### config.mk
export PLATFORM = sky130hd
export DESIGN_NAME = dac_spi_streamer_flat
export DESIGN_NICKNAME = d
export VERILOG_FILES = /design/src/rtl/dac_spi_streamer_if.sv /design/src/rtl/dac_spi_streamer.sv /design/src/flat_wrapper.sv
export SDC_FILE = /design/constraint.sdc
export NUM_CORES = 1
export LEC_CHECK = 0
export ABC_AREA = 1
export BUFFER_PORTS_ARGS = -buffer_cell sky130_fd_sc_hd__buf_2
export CORE_MARGIN = 8
export CORE_UTILIZATION = 60
export CTS_BUF_LIST = sky130_fd_sc_hd__clkbuf_8
export CTS_CLUSTER_DIAMETER = 60
export DETAILED_ROUTE_END_ITERATION = 8
export PLACE_DENSITY = 0.94
export SKIP_CTS_REPAIR_TIMING = 1
export SYNTH_ARGS = -nofsm -noshare
export SYNTH_HDL_FRONTEND = slang
export SYNTH_SLANG_ARGS = --single-unit
### constraint.sdc
create_clock -name i_clk -period 6.05 [get_ports i_clk]
set_clock_uncertainty 0.15 [all_clocks]
set_input_delay 0.605 -clock i_clk [delete_from_list [all_inputs] [get_ports i_clk]]
set_output_delay 0.605 -clock i_clk [all_outputs]
set_load 0.02 [all_outputs]
### src/rtl/dac_spi_streamer_if.sv
// SPI bus from the sample streamer (master) to the external 16-bit DAC (slave).
// Mode 0: sclk idles low, data is presented on the falling edge and sampled on the rising edge.
interface dac_spi_streamer_if;
    logic sclk;
    logic mosi;
    logic cs_n;

    modport master (output sclk, output mosi, output cs_n);
    modport slave  (input  sclk, input  mosi, input  cs_n);
endinterface

### src/rtl/dac_spi_streamer.sv
// Decimates the signed carrier sample stream to a fixed DAC update rate.
// Each update is saturated, offset-binary coded and shifted out as one {command, code} SPI frame.
module dac_spi_streamer #(
    parameter int                  SAMPLE_WIDTH  = 17,
    parameter int                  DAC_WIDTH     = 16,
    parameter int                  CMD_BITS      = 8,
    parameter logic [CMD_BITS-1:0] CMD_WORD      = 8'h30,
    parameter int                  CLK_DIV       = 2,
    parameter int                  SAMPLE_PERIOD = 128,
    parameter bit                  OFFSET_BINARY = 1'b1
) (
    input  logic                           i_clk,
    input  logic                           i_reset,
    input  logic                           i_enable,
    input  logic signed [SAMPLE_WIDTH-1:0] i_sample,
    dac_spi_streamer_if.master             spi,
    output logic                           o_busy,
    output logic                           o_sample_strobe,
    output logic [15:0]                    o_overrun_count
);

    localparam int FRAME_BITS = CMD_BITS + DAC_WIDTH;
    localparam int TICK_W     = $clog2(SAMPLE_PERIOD);
    localparam int DIV_W      = (CLK_DIV > 1) ? $clog2(CLK_DIV) : 1;
    localparam int BIT_W      = $clog2(FRAME_BITS);
    localparam int EXT_W      = SAMPLE_WIDTH - DAC_WIDTH + 1;

    typedef enum logic [1:0] {
        IDLE,
        SETUP,
        SHIFT,
        HOLD
    } state_t;

    state_t                  state;
    logic [TICK_W-1:0]       tick_cnt;
    logic                    tick;
    logic [DIV_W-1:0]        div_cnt;
    logic                    div_done;
    logic [BIT_W-1:0]        bit_cnt;
    logic                    last_bit;
    logic [FRAME_BITS-1:0]   shift_reg;
    logic [EXT_W-1:0]        ext_bits;
    logic [DAC_WIDTH-1:0]    sat_code;
    logic [DAC_WIDTH-1:0]    dac_code;
    logic                    capture;
    logic                    advance;

    // ------------------------------------------------------------------
    // Sample-rate tick: held at zero while disabled so the first tick
    // lands a full period after enable rises.
    // ------------------------------------------------------------------
    // NOTE: sequential state uses non-blocking (<=) so every register samples pre-edge values.
    always_ff @(posedge i_clk) begin
        if (i_reset || !i_enable) begin
            tick_cnt <= '0;
        end else if (tick_cnt == TICK_W'(SAMPLE_PERIOD - 1)) begin
            tick_cnt <= '0;
        end else begin
            tick_cnt <= tick_cnt + TICK_W'(1);
        end
    end

    assign tick = i_enable && (tick_cnt == TICK_W'(SAMPLE_PERIOD - 1));

    // ------------------------------------------------------------------
    // Conversion: in range when the bits above the DAC sign bit are a
    // pure sign extension; otherwise clamp to the nearest full-scale code.
    // ------------------------------------------------------------------
    assign ext_bits = i_sample[SAMPLE_WIDTH-1:DAC_WIDTH-1];

    // NOTE: every branch of this block assigns both outputs up front, so no latch is inferred.
    always_comb begin
        sat_code = i_sample[DAC_WIDTH-1:0];
        if (ext_bits != '0 && ext_bits != '1) begin
            sat_code = i_sample[SAMPLE_WIDTH-1] ? {1'b1, {(DAC_WIDTH-1){1'b0}}}
                                                : {1'b0, {(DAC_WIDTH-1){1'b1}}};
        end
        dac_code = sat_code;
        if (OFFSET_BINARY) begin
            dac_code[DAC_WIDTH-1] = ~sat_code[DAC_WIDTH-1];
        end
    end

    // ------------------------------------------------------------------
    // Frame sequencing
    // ------------------------------------------------------------------
    assign div_done = (div_cnt == DIV_W'(CLK_DIV - 1));
    assign last_bit = (bit_cnt == BIT_W'(FRAME_BITS - 1));
    assign capture  = (state == IDLE) && tick;
    assign advance  = (state == SHIFT) && div_done && spi.sclk && !last_bit;

    // NOTE: the frame shift register is pure datapath; it is always loaded before use, so it has no reset.
    always_ff @(posedge i_clk) begin
        if (capture) begin
            shift_reg <= {CMD_WORD, dac_code};
        end else if (advance) begin
            shift_reg <= shift_reg << 1;
        end
    end

    always_ff @(posedge i_clk) begin
        if (i_reset) begin
            state           <= IDLE;
            div_cnt         <= '0;
            bit_cnt         <= '0;
            spi.sclk        <= 1'b0;
            spi.mosi        <= 1'b0;
            spi.cs_n        <= 1'b1;
            o_busy          <= 1'b0;
            o_sample_strobe <= 1'b0;
            o_overrun_count <= '0;
        end else begin
            o_sample_strobe <= 1'b0;

            // A tick is dropped whenever a frame owns the bus, including its last HOLD cycle.
            if (tick && state != IDLE && o_overrun_count != 16'hFFFF) begin
                o_overrun_count <= o_overrun_count + 16'd1;
            end

            case (state)
                IDLE: begin
                    if (tick) begin
                        state           <= SETUP;
                        div_cnt         <= '0;
                        bit_cnt         <= '0;
                        spi.cs_n        <= 1'b0;
                        spi.mosi        <= CMD_WORD[CMD_BITS-1];
                        o_busy          <= 1'b1;
                        o_sample_strobe <= 1'b1;
                    end
                end

                SETUP: begin
                    if (div_done) begin
                        div_cnt <= '0;
                        state   <= SHIFT;
                    end else begin
                        div_cnt <= div_cnt + DIV_W'(1);
                    end
                end

                SHIFT: begin
                    if (!div_done) begin
                        div_cnt <= div_cnt + DIV_W'(1);
                    end else begin
                        div_cnt <= '0;
                        if (!spi.sclk) begin
                            spi.sclk <= 1'b1;
                        end else begin
                            spi.sclk <= 1'b0;
                            if (last_bit) begin
                                state <= HOLD;
                            end else begin
                                bit_cnt  <= bit_cnt + BIT_W'(1);
                                spi.mosi <= shift_reg[FRAME_BITS-2];
                            end
                        end
                    end
                end

                HOLD: begin
                    if (div_done) begin
                        div_cnt  <= '0;
                        state    <= IDLE;
                        spi.cs_n <= 1'b1;
                        spi.mosi <= 1'b0;
                        o_busy   <= 1'b0;
                    end else begin
                        div_cnt <= div_cnt + DIV_W'(1);
                    end
                end

                default: begin
                    state <= IDLE;
                end
            endcase
        end
    end

endmodule

### src/flat_wrapper.sv
// flat-port wrapper written by rule: the top's interface ports become plain ports
module dac_spi_streamer_flat 
#(
    parameter int                  SAMPLE_WIDTH  = 17,
    parameter int                  DAC_WIDTH     = 16,
    parameter int                  CMD_BITS      = 8,
    parameter logic [CMD_BITS-1:0] CMD_WORD      = 8'h30,
    parameter int                  CLK_DIV       = 2,
    parameter int                  SAMPLE_PERIOD = 128,
    parameter bit                  OFFSET_BINARY = 1'b1
)
  (i_clk, i_reset, i_enable, i_sample, o_busy, o_sample_strobe, o_overrun_count, spi_sclk, spi_mosi, spi_cs_n);
  dac_spi_streamer_if spi_i ();
  input  logic i_clk;
  input  logic i_reset;
  input  logic i_enable;
  input  logic signed [SAMPLE_WIDTH-1:0] i_sample;
  output logic o_busy;
  output logic o_sample_strobe;
  output logic [15:0] o_overrun_count;
  output wire logic [$bits(spi_i.sclk)-1:0] spi_sclk;
  output wire logic [$bits(spi_i.mosi)-1:0] spi_mosi;
  output wire logic [$bits(spi_i.cs_n)-1:0] spi_cs_n;
  assign spi_sclk = spi_i.sclk;
  assign spi_mosi = spi_i.mosi;
  assign spi_cs_n = spi_i.cs_n;
  dac_spi_streamer #(.SAMPLE_WIDTH(SAMPLE_WIDTH), .DAC_WIDTH(DAC_WIDTH), .CMD_BITS(CMD_BITS), .CMD_WORD(CMD_WORD), .CLK_DIV(CLK_DIV), .SAMPLE_PERIOD(SAMPLE_PERIOD), .OFFSET_BINARY(OFFSET_BINARY)) u_core (.i_clk(i_clk), .i_reset(i_reset), .i_enable(i_enable), .i_sample(i_sample), .spi(spi_i), .o_busy(o_busy), .o_sample_strobe(o_sample_strobe), .o_overrun_count(o_overrun_count));
endmodule
# Word-level counts from Yosys, hierarchy flattened
# Cells that the tools add are included.
# Widths: inputs -> output; s select.
# totals
register_bits	59
latchBits	0
ramBits	0
romBits	0
out_inout_bits	21
elab_cells	88
mem_count	0
# classes
n_addsub	4
mul	0
div_mod_pow	0
order_cmp	0
eq_ne	14
shift	0
n_mux	30
bitwise	2
n_reduce_logical	26
# ops
op	count
$mux 16	4
$mux 5	4
$add 16x1->16 const B	1
$ne 16x16->1 const B	1
$mux 2	6
$ne 2x1->1 const B	6
$reduce_and 6->1	2
$mux 1	10
$pmux 5 s2	1
$reduce_bool 2->1	5
$logic_and 1x1->1	8
$pmux 2 s4	1
$add 7x1->7 const B	1
$eq 7x7->1 const B	1
$pmux 1 s2	3
$add 5x1->5 const B	1
$eq 5x5->1 const B	1
$reduce_and 5->1	1
$eq 2x2->1 const B	2
$ne 2x2->1 const B	2
$reduce_or 2->1	2
$pmux 1 s3	1
$reduce_and 3->1	1
$reduce_bool 3->1	1
8 further kinds	10

# Logic depth before layout (Yosys ltp)
# depth
word_depth	6
mapped_depth	11

# Least setup slack after synthesis
# No wires, ideal clock.
# synth_path
path_type	input to register
startpoint	input i_sample[15]
endpoint	register u_core.shift_reg[11], data pin
t_arrival_ns	1.782
required_ns	5.748
path_slack_ns	3.966
stages	7
n_path_buf	2
cell_sequence	inv_1 > ha_1 > clkbuf_1 > nor2_1 > clkbuf_1 > a21oi_1 > o21ai_0
# synth_via
elab_chain_len	4
elab_cells_between_ends	5
cone_classes	eq/ne (1); mux (2); reduce/logical (2)
# synth_rtl
element	line	source
start: declaration	flat_wrapper.sv:17	input logic signed [SAMPLE_WIDTH-1:0] i_sample;
$ne 2x2->1 or $reduce_bool 2->1 (tied branches)	dac_spi_streamer.sv:75	if (ext_bits != '0 && ext_bits != '1) begin
$logic_and 1x1->1 (*)	dac_spi_streamer.sv:75	
$mux 16 (*)	dac_spi_streamer.sv:75	
$mux 16 (*)	dac_spi_streamer.sv:95	if (capture) begin
end signal: assignment	dac_spi_streamer.sv:96	shift_reg <= {CMD_WORD, dac_code};
end signal: assignment	dac_spi_streamer.sv:98	shift_reg <= shift_reg << 1;
end: declaration	dac_spi_streamer.sv:42	logic [FRAME_BITS-1:0] shift_reg;
# Every way passes the cells marked *; elsewhere a longest branch is shown, timed or not.
# A chain may end at the register's enable or synchronous reset.

# Worst setup path in the final report
# layout_path
startpoint	register u_core.state[0]
endpoint	register u_core.shift_reg[11], enable pin
# layout_via
elab_chain_len	5
elab_cells_between_ends	7
cone_classes	eq/ne (1); reduce/logical (6)
# layout_rtl
element	line	source
start: declaration	dac_spi_streamer.sv:35	state_t state;
start signal: assignment	dac_spi_streamer.sv:104	state <= IDLE;
start signal: assignment	dac_spi_streamer.sv:124	state <= SETUP;
start signal: assignment	dac_spi_streamer.sv:137	state <= SHIFT;
$eq 2x2->1	dac_spi_streamer.sv:91	assign advance = (state == SHIFT) && div_done && spi.sclk && !last_bit;
$logic_and 1x1->1 (3 in a row)	dac_spi_streamer.sv:91	
$reduce_bool 2->1 (no line) (*)	--	
# Marks and branches as above.

==> results.sh <==
export IMPL_status="finished clean"
export IMPL_wl_um=6800
export IMPL_synth_compound_area_frac=0.1298
export IMPL_synth_flop_cell="dfxtp_1"
export IMPL_synth_xor_area_share=0.02548
export IMPL_critical_path_class="flop to flop"
export IMPL_largest_register_ffs=23
export IMPL_drt_initial_drc_count=177
export IMPL_place_hpwl_um=4529
export IMPL_arrival_ns=2.52
export IMPL_start_util=0.6136
export IMPL_die_area_um2=7711
export IMPL_portBuffers=40
export IMPL_tns_ns=0
export IMPL_cts_sinks=59
export IMPL_maxSlewViolCount=0
export IMPL_dpl_cell_area_um2=3309
export IMPL_gp_congestion=0.8439
export IMPL_setup_viol_count_final=0
export IMPL_antenna_found_initial=0
export IMPL_die_y_um=87.81
export IMPL_grt_pass1_vias=2560
export IMPL_synth_commonest_cells="nand2_1 (111), dfxtp_1 (43), nor2_1 (38)"
export IMPL_yosysWarnings=0
export IMPL_finalHoldViolCount=0
export IMPL_grt_pass1_wl_um=11500
export IMPL_min_path_type="flop to flop"
export IMPL_fp_dieW_um=87.81
export IMPL_synth_seq_area_share=0.4335
export IMPL_rsz0062_at_grt="false"
export IMPL_final_area_um2=3541
export IMPL_reg2reg_slack_ns=3.36
export IMPL_cts_buffers=9
export IMPL_cts_tree="built"
export IMPL_rows=26
export IMPL_cp_max_fo=16
export IMPL_vias_per_cell=5.441
export IMPL_via_count=2802
export IMPL_pin_count=41
export IMPL_avgRoutedWirePerCell_um=13.20
export IMPL_cts_max_path_buffers=2
export IMPL_tightestPinTransition_ns=0.8874
export IMPL_grt_start_max_net_pins=38
export IMPL_drive_above_1_share=0.2067
export IMPL_post_route_period_util=0.4450
export IMPL_root_buffer="clkbuf_8"
export IMPL_fmax_mhz=371.4
export IMPL_end_kind="flop"
export IMPL_p_per_area_nw_per_um2=282.4
export IMPL_cts_htree_levels=3
export IMPL_yosysTopAreaCell="dfxtp_1"
export IMPL_synth_cell_types=31
export IMPL_yosysTopAreaCellShare=0.2782
export IMPL_area_delta_synth_final_pct=14.44
export IMPL_worst_skew_pair_late_latency_ns=0.35
export IMPL_fin_util=0.7022
export IMPL_synth_edff_count=16
export IMPL_synth_area_um2=3094
export IMPL_synthAdderAreaFrac=0.04448
export IMPL_drcViolationCount=0
export IMPL_antenna_cells=0
export IMPL_postRouteAntennaNets=0
export IMPL_core_area_um2=5042
export IMPL_synth_simple_area_share=0.3008
export IMPL_relSlewSlack=0.4062
export IMPL_ir_drop_v=0.0002077
export IMPL_fin_nets=471
export IMPL_grt_usage=0.1883
export IMPL_fin_total_pwr_mw=1.000
export IMPL_syn_nets=432
export IMPL_synthTopCellsByArea="dfxtp_1 (28%), edfxtp_1 (16%), nand2_1 (13%)"
export IMPL_async_reset_ff_frac=0
export IMPL_synthMuxAreaShare=0
export IMPL_synth_top_family_by_area="simple AND/OR/NAND/NOR gates"
export IMPL_syn_avg_cell_area_um2=7.716
export IMPL_ys_ff_latch=59
export IMPL_clkTransAtPathRegs_ns=0.06
export IMPL_gr_total_overflow=0
export IMPL_fin_crit_ns=2.693
export IMPL_drv_cap=0
export IMPL_synth_most_common_cell="nand2_1"
export IMPL_postSynthCellCount=401
export IMPL_crit_required_ns=5.87
export IMPL_drt_first_pass_iters=4
export IMPL_cp_start_kind="flop"
export IMPL_leakage_nw=1.481
==> per-stage QoR <==
step / hold WS (ns) / setup WS (ns) / cells
CTS: 0.3065 / 3.351 / 515
global placement: 0.2903 / 3.516 / 499
floorplan: 0.2803 / 3.966 / 401
global route: 0.3376 / 3.092 / 515
finish: 0.3027 / 3.357 / 515
detailed placement: 0.2955 / 3.369 / 499
==> critical path, stage by stage, from the launching register on <==
cell and delay [ns]:
dfxtp_1 0.35, inv_1 0.13, ha_1 0.37, inv_1 0.11, nor2_1 0.34, nand2_1 0.29
nand2_1 0.58
==> power breakdown <==
part / total, mW / switching, mW / internal (mW)
clock network: 0.425 / 0.156 / 0.269
registers: 0.441 / 0.0161 / 0.425
logic: 0.134 / 0.0891 / 0.0446
total: 1.00 / 0.262 / 0.738
==> path summary, 6_finish.rpt <==
path,to,cells after the start,startpoint
hold reg to reg,u_core.spi.cs_n,2,u_core.spi.cs_n
setup / recovery,u_core.shift_reg[11],6,u_core.state[0]
setup reg to reg,u_core.shift_reg[11],6,u_core.state[0]
hold / removal,u_core.spi.cs_n,2,u_core.spi.cs_n
==> placed cells by master (no fill, tap or decap), drive strengths merged, types with 6 or more instances in the layout <==
| master | n |
|---|---|
| edfxtp | 16 |
| inv | 36 |
| clkbuf | 9 |
| buf | 40 |
| dfxtp | 43 |
| nand2 | 125 |
| nand4 | 12 |
| a21oi | 43 |
| o21ai | 24 |
| xnor2 | 6 |
| ha | 11 |
| nor2 | 44 |
| nand3 | 19 |
==> routing by layer <==
layer	GRT usage	vias to the layer above	share of wire
met5	0	-	0
met4	0.07344	0	0.015
met3	0.06473	13	0.066
met2	0.3016	98	0.49
met1	0.2258	1297	0.43
li1	-	1394	-
==> kinds of logic (layout without fill, tap and decap cells) <==
group / count (synthesis) / count (layout)
XOR/XNOR: 9 / 9
buffers and inverters: 47 / 91
AO/OA/AOI/OAI: 70 / 70
flip-flops: 59 / 59
AND/OR/NAND/NOR: 205 / 205
adder cells (fa/ha/maj): 11 / 11
==> final cells by class <==
| class | count | area (um2) |
|---|---|---|
| Clock buffer | 9 | 123.9 |
| Clock inverter | 7 | 107.6 |
| Fill cell | 369 | 1501 |
| Inverter | 35 | 131.4 |
| Multi-Input combinational cell | 295 | 1549 |
| Sequential cell | 59 | 1341 |
| Tap cell | 70 | 87.58 |
| Timing Repair Buffer | 40 | 200.2 |
No activity file was read; power rests on OpenSTA's default activity.
